[src/rtl/commit_unit.sv]
// In-order retirement stage: drains the ROB head into the register file, releases
// stores to the LSQ by handshake and raises a timed flush on a mispredicted branch.

package commit_unit_pkg;
    localparam int XLEN = 32;

    typedef struct packed {
        logic [1:0]      itype;
        logic            ready;
        logic [XLEN-1:0] value;
        logic [4:0]      dest_reg;
        logic            branch_result;
        logic [3:0]      ROB_number;
    } ROB_entry_t;
endpackage

// state | meaning
// RUN   | inspect ROB head, retire at most one ready entry per cycle
// STORE | store released to LSQ, waiting for st_ack (timeout sets sticky st_err)
// FLUSH | mispredict retired, flush held for FLUSH_CYCLES cycles
module commit_unit #(
    parameter int XLEN         = commit_unit_pkg::XLEN,
    parameter int FLUSH_CYCLES = 2,
    parameter int ST_TIMEOUT   = 255
) (
    input  logic                         clk,
    input  logic                         reset_n,
    input  commit_unit_pkg::ROB_entry_t  head,
    input  logic                         head_ready,
    input  logic                         head_store,
    input  logic                         rob_empty,
    output logic                         rob_rd_en,
    output logic                         rf_we,
    output logic [4:0]                   rf_waddr,
    output logic [XLEN-1:0]              rf_wdata,
    output logic [3:0]                   rf_wrob,
    output logic                         st_req,
    output logic [3:0]                   st_rob,
    input  logic                         st_ack,
    output logic                         flush,
    output logic [XLEN-1:0]              redirect_pc,
    output logic [31:0]                  commit_count,
    output logic                         st_err
);

    localparam int FW = $clog2(FLUSH_CYCLES + 1);
    localparam int TW = $clog2(ST_TIMEOUT + 1);
    localparam logic [FW-1:0] FLUSH_LOAD = FW'(FLUSH_CYCLES);
    localparam logic [TW-1:0] TMO_LOAD   = TW'(ST_TIMEOUT);

    typedef enum logic [1:0] {
        RUN   = 2'd0,
        STORE = 2'd1,
        FLUSH = 2'd2
    } state_t;

    state_t        state, state_nx;
    logic          rd_en_c, we_c, go_store, go_flush;
    logic [FW-1:0] flush_cnt;
    logic [TW-1:0] tmo_cnt;

    // head.ready is mirrored on head_ready; only the dedicated port is used.
    logic unused_ready;
    assign unused_ready = head.ready;

    always_ff @(posedge clk or negedge reset_n) begin
        if (!reset_n) state <= RUN;
        else          state <= state_nx;
    end

    always_comb begin
        state_nx = state;
        rd_en_c  = 1'b0;
        we_c     = 1'b0;
        go_store = 1'b0;
        go_flush = 1'b0;
        case (state)
            RUN: begin
                if (!rob_empty) begin
                    if (head_store) begin
                        go_store = 1'b1;
                        state_nx = STORE;
                    end else if (head_ready) begin
                        case (head.itype)
                            2'b10, 2'b11: begin
                                rd_en_c = 1'b1;
                                we_c    = 1'b1;
                            end
                            2'b00: begin
                                rd_en_c = 1'b1;
                                if (head.branch_result) begin
                                    go_flush = 1'b1;
                                    state_nx = FLUSH;
                                end
                            end
                            default: ;
                        endcase
                    end
                end
            end
            STORE: begin
                if (st_ack) begin
                    rd_en_c  = 1'b1;
                    state_nx = RUN;
                end
            end
            FLUSH: begin
                if (flush_cnt <= FW'(1)) state_nx = RUN;
            end
            default: state_nx = RUN;
        endcase
    end

    always_ff @(posedge clk or negedge reset_n) begin
        if (!reset_n) begin
            flush        <= 1'b0;
            st_req       <= 1'b0;
            st_err       <= 1'b0;
            st_rob       <= '0;
            redirect_pc  <= '0;
            commit_count <= '0;
            flush_cnt    <= '0;
            tmo_cnt      <= '0;
        end else begin
            if (rd_en_c) commit_count <= commit_count + 32'd1;
            case (state)
                RUN: begin
                    if (go_store) begin
                        st_req  <= 1'b1;
                        st_rob  <= head.ROB_number;
                        tmo_cnt <= TMO_LOAD;
                    end else if (go_flush) begin
                        flush       <= 1'b1;
                        flush_cnt   <= FLUSH_LOAD;
                        redirect_pc <= head.value;
                    end
                end
                STORE: begin
                    if (st_ack) begin
                        st_req <= 1'b0;
                    end else if (tmo_cnt != '0) begin
                        tmo_cnt <= tmo_cnt - TW'(1);
                        if (tmo_cnt == TW'(1)) st_err <= 1'b1;
                    end
                end
                FLUSH: begin
                    if (flush_cnt != '0) flush_cnt <= flush_cnt - FW'(1);
                    if (flush_cnt <= FW'(1)) flush <= 1'b0;
                end
                default: ;
            endcase
        end
    end

    // Combinational outputs are forced low while reset is asserted.
    assign rob_rd_en = rd_en_c & reset_n;
    assign rf_we     = we_c & reset_n;
    assign rf_waddr  = reset_n ? head.dest_reg   : '0;
    assign rf_wdata  = reset_n ? head.value      : '0;
    assign rf_wrob   = reset_n ? head.ROB_number : '0;

endmodule

[config.mk]
export PLATFORM = sky130hd
export DESIGN_NAME = commit_unit
export DESIGN_NICKNAME = d
export VERILOG_FILES = /design/src/rtl/commit_unit.sv
export SDC_FILE = /design/constraint.sdc
export NUM_CORES = 1
export LEC_CHECK = 0
export CAP_MARGIN = 10
export CORE_ASPECT_RATIO = 0.5
export CORE_MARGIN = 2
export CORE_UTILIZATION = 39
export CTS_CLUSTER_DIAMETER = 120
export DETAILED_ROUTE_END_ITERATION = 10
export PLACE_DENSITY = 0.77
export SYNTH_ARGS = -nofsm -noshare
export SYNTH_HDL_FRONTEND = slang
export SYNTH_SLANG_ARGS = --single-unit
[constraint.sdc]
create_clock -name clk -period 2 [get_ports clk]
set_clock_uncertainty 0.05 [all_clocks]
set_input_delay 0.3 -clock clk [delete_from_list [all_inputs] [get_ports clk]]
set_output_delay 0.3 -clock clk [all_outputs]
set_load 0.02 [all_outputs]
==> results.md <==
* Most instantiated library cell after synthesis: sky130_fd_sc_hd__dfrtp_1
* Reg clk slew, reported paths at 60 ps
* Seq pwr share at 40.9%
* Placeable Area at approximately 9600 um2
* CTS Root Buffer Type: sky130_fd_sc_hd__clkbuf_16
* VDD IR max at around 560 uV
* Die height at 74.55 um
* Arrival time at the worst endpoint at 1540 ps
* Path class of the lowest-slack min-delay path: primary input to asynchronous set/reset pin
* Depth of the most critical reg-to-reg path at 7
* Total of fill cells in the finished design at 771
* Synth Instances at 334
* Result of the run: finished, final reports clean
* Antenna Violating Nets Remaining at 0
* Worst reg2reg endpoint: commit_count[18]
* Via count of the first global-routing pass at 3,161
* Total Wirelength at 10,070 um
* Final GP Congestion at 0.8265
* Most used DFF post-synth: sky130_fd_sc_hd__dfrtp_1
* Largest net degree at the start of global routing at 33
* Async set-reset flop share out of synthesis at 100.0%
* Met1 wire length at 4254 um
* Top routing layer used: met4
* Cell area after layout at 6191 um2
* Routed vias/inst at 4.803
* Slew Limit Headroom at 48.04%
* Clock tree from TritonCTS: built
* Number of buffers inserted to repair setup after CTS at 0
* Number of cell rows at 25
* Yosys warning count at 0
* Final number of hold-violating endpoints at 0
* Number of enable flip-flop cells after synthesis at 0
* Global routing usage summed across all routing layers at roughly a fifth
* Element type at the critical path end: output port
* Residual overflow from global routing at 0
* Power density over the cells at 825.4 nW/um2
* Average size of a mapped cell at about 12 um2
* Transition time at the pin with the least slew margin at just under 800 ps
* Part of the Yosys area used for sequential elements at between 50% and 60%
* Setup slack on the worst flop-to-flop path at 110 ps
* Number of antenna violations at the first check in global routing at 0
* HPWL after detailed placement at 7448 um
* TritonCTS Buffers at 9
* Switching share of power at 29.66%
* Total iterations of the first detailed-routing run at 6
* Die Footprint at 10,820 um2
* Net switching component of the power at 1516 uW
* DR iter-0 viols at 109
* Synth top area share at 53.50%
* Effective utilization at floorplan at 40.56%
* Number of buffers between clock root and the deepest sink at 2
* RSZ-0062 raised after global routing: yes
* Slowest stage cell on the critical path: sky130_fd_sc_hd__clkdlybuf4s50_1
* First-pass GRT wire length at 15,860 um
* Routed wirelength normalized by instance count at around 15 um
* Leakage dissipation at between 0.002 and 0.003 uW
* Share of power burned in combinational logic at 29.7%
* Number of inserted diodes at 0
* Met2 wire len at between 5000 and 6000 um
* Storage cell area at between 2000 and 2500 um2
* Most area-consuming cells after synthesis: sky130_fd_sc_hd__dfrtp_1, sky130_fd_sc_hd__mux2_2, sky130_fd_sc_hd__and2_1
* Sinks on Clock Net at 83
* Proportion of layout cells with a drive suffix above 1 at 17.20%
* P_int at around 3600 uW
* Cells along the critical path: clkdlybuf4s50_1 -> and2_1 -> clkdlybuf4s50_1
* Number of ports placed on the die boundary at 165
* Worst-skew pair later-pin latency at 330 ps
* Startpoint type of the worst setup path: primary input
* Area grow syn2layout at 59.46%
* Period utilization at 94.36%
* Number of remaining DRC errors at 0
* Minimum period implied by the final worst setup slack at 1887 ps
* Post-placement worst setup slack at -537.6 ps
* Post-Syn Nets at 390
* Number of nets in the layout at 582
* Maximum frequency from static timing analysis at 529.9 MHz
* Max_cap viols at 0
* Largest area contributor in the netlist: sky130_fd_sc_hd__dfrtp_1
* Critical path's most frequent cell: sky130_fd_sc_hd__clkdlybuf4s50_1
* Critical path data required time at 1650 ps
* Clock H-tree levels at 3
* Post-synth design cell area at 3882 um2
* Number of different library cells in the post-synthesis netlist at 42
* Crit path largest cell delay at 630 ps
* Slew Viols, Final at 0
* CP max FO at 2
* Startpoint of the worst register-to-register path: state[1]
* Top cells by count, synth: sky130_fd_sc_hd__dfrtp_1, sky130_fd_sc_hd__and2_1, sky130_fd_sc_hd__mux2_2
* Die width at 145.1 um
* FF+latch count, synth at 83
* Wire length on met3 at between 300 and 400 um
* Relative contribution of the clock network to total power at 29.4%
* Count of buffers inserted at the top-level ports at 163
* Final-report setup violation count at 0
* Setup WS post-layout at 112.9 ps
* Multi-input combinational cell area at 1769 um2
* Cell Area, Placed at 5863 um2
* Count of vias placed by the detailed router at 3,189
* Setup CP Type: primary input to output port
==> sequential cells by signal (all words and copies together), names as in the netlist <==
name	flops
commit_count	32
tmo_cnt	8
redirect_pc	32
flush_cnt	2
flush	1
st_req	1
st_rob	4
st_err	1
state	2
==> cell usage in the layout (no fill, tap or decap), drive strengths merged, types with 2 or more instances in the layout <==
cell,n
dfrtp,83
nand3b,2
nor3,10
inv,7
nor3b,3
or2,2
and4,3
xor2,9
o21ai,5
nor2,16
clkbuf,12
ha,5
clkdlybuf4s50,157
buf,27
a21oi,6
dlygate4sd3,3
xnor2,25
and3,7
nand4,8
nand3,18
and2,42
nand2,19
dlymetal6s2s,3
mux2,37
nor4,2
or3,2
==> how the worst max path moves through the flow <==
stage / from / endpoint / cells past startpoint
3_5_place_dp: head_ready / rob_rd_en / 5
3_3_place_gp: head_ready / rob_rd_en / 5
2_1_floorplan: state[0] / commit_count[29] / 6
6_report: head[37] / rf_wdata[27] / 3
4_1_cts: head_ready / rob_rd_en / 5
5_1_grt: state[1] / commit_count[18] / 7
==> worst max-delay path, delay by kind of cell <==
kind	cells	cell delay (ps)
and+or+nand+nor	1	130
buffers and inverters	2	1100
==> metrics by stage <==
step | TNS, ps | total power, uW | instances | hold WS [ps] | util (%)
global route | 0 | 5356 | 664 | 43.66 | 64.68
global placement | -9550 | 3585 | 647 | 73.24 | 61.25
finish | 0 | 5110 | 664 | 4.730 | 64.68
CTS | -4.091 | 5160 | 664 | 3.968 | 64.42
floorplan | 0 | 2833 | 334 | -45.59 | -
detailed placement | -10460 | 3635 | 647 | 72.74 | 61.25
==> power by group through the flow <==
stage	Combinational (uW)	Clock [uW]	Sequential, uW
floorplan	496	0	2340
global placement	1490	0	2100
detailed placement	1520	0	2110
CTS	1530	1540	2090
global route	1620	1620	2120
finish	1520	1500	2090
==> cell type report <==
class	instances	area share, %
timing repair buffer	190	30.38
sequential	83	33.55
clock inverter	2	0.2021
inverter	7	0.4244
clock buffer	12	4.143
tap	135	2.728
multi-input combinational	235	28.58
==> kinds of logic after synthesis <==
kind of cell | count (synthesis) | synth area share [%]
simple gates | 139 | 20.75
xor+xnor | 34 | 7.670
buf+inv | 16 | 1.579
compound gates | 20 | 4.158
mux | 37 | 10.73
fa+ha+maj | 5 | 1.611
flops | 83 | 53.50
==> metal layers <==
metal	vias to the layer above	GRT usage, %
li1	1533	-
met1	1585	22.00
met2	60	34.92
met3	11	4.479
met4	0	5.773
met5	-	0
==> what timing repair did <==
| item | CTS | global route |
|---|---|---|
| gates resized for setup | 12 | 8 |
| setup endpoints to repair | 15 | 17 |
| pin swaps | 6 | 6 |
| hold buffers | 3 | 0 |
| endpoints found under the hold margin | 33 | 0 |
No activity file was read; power rests on OpenSTA's default activity.
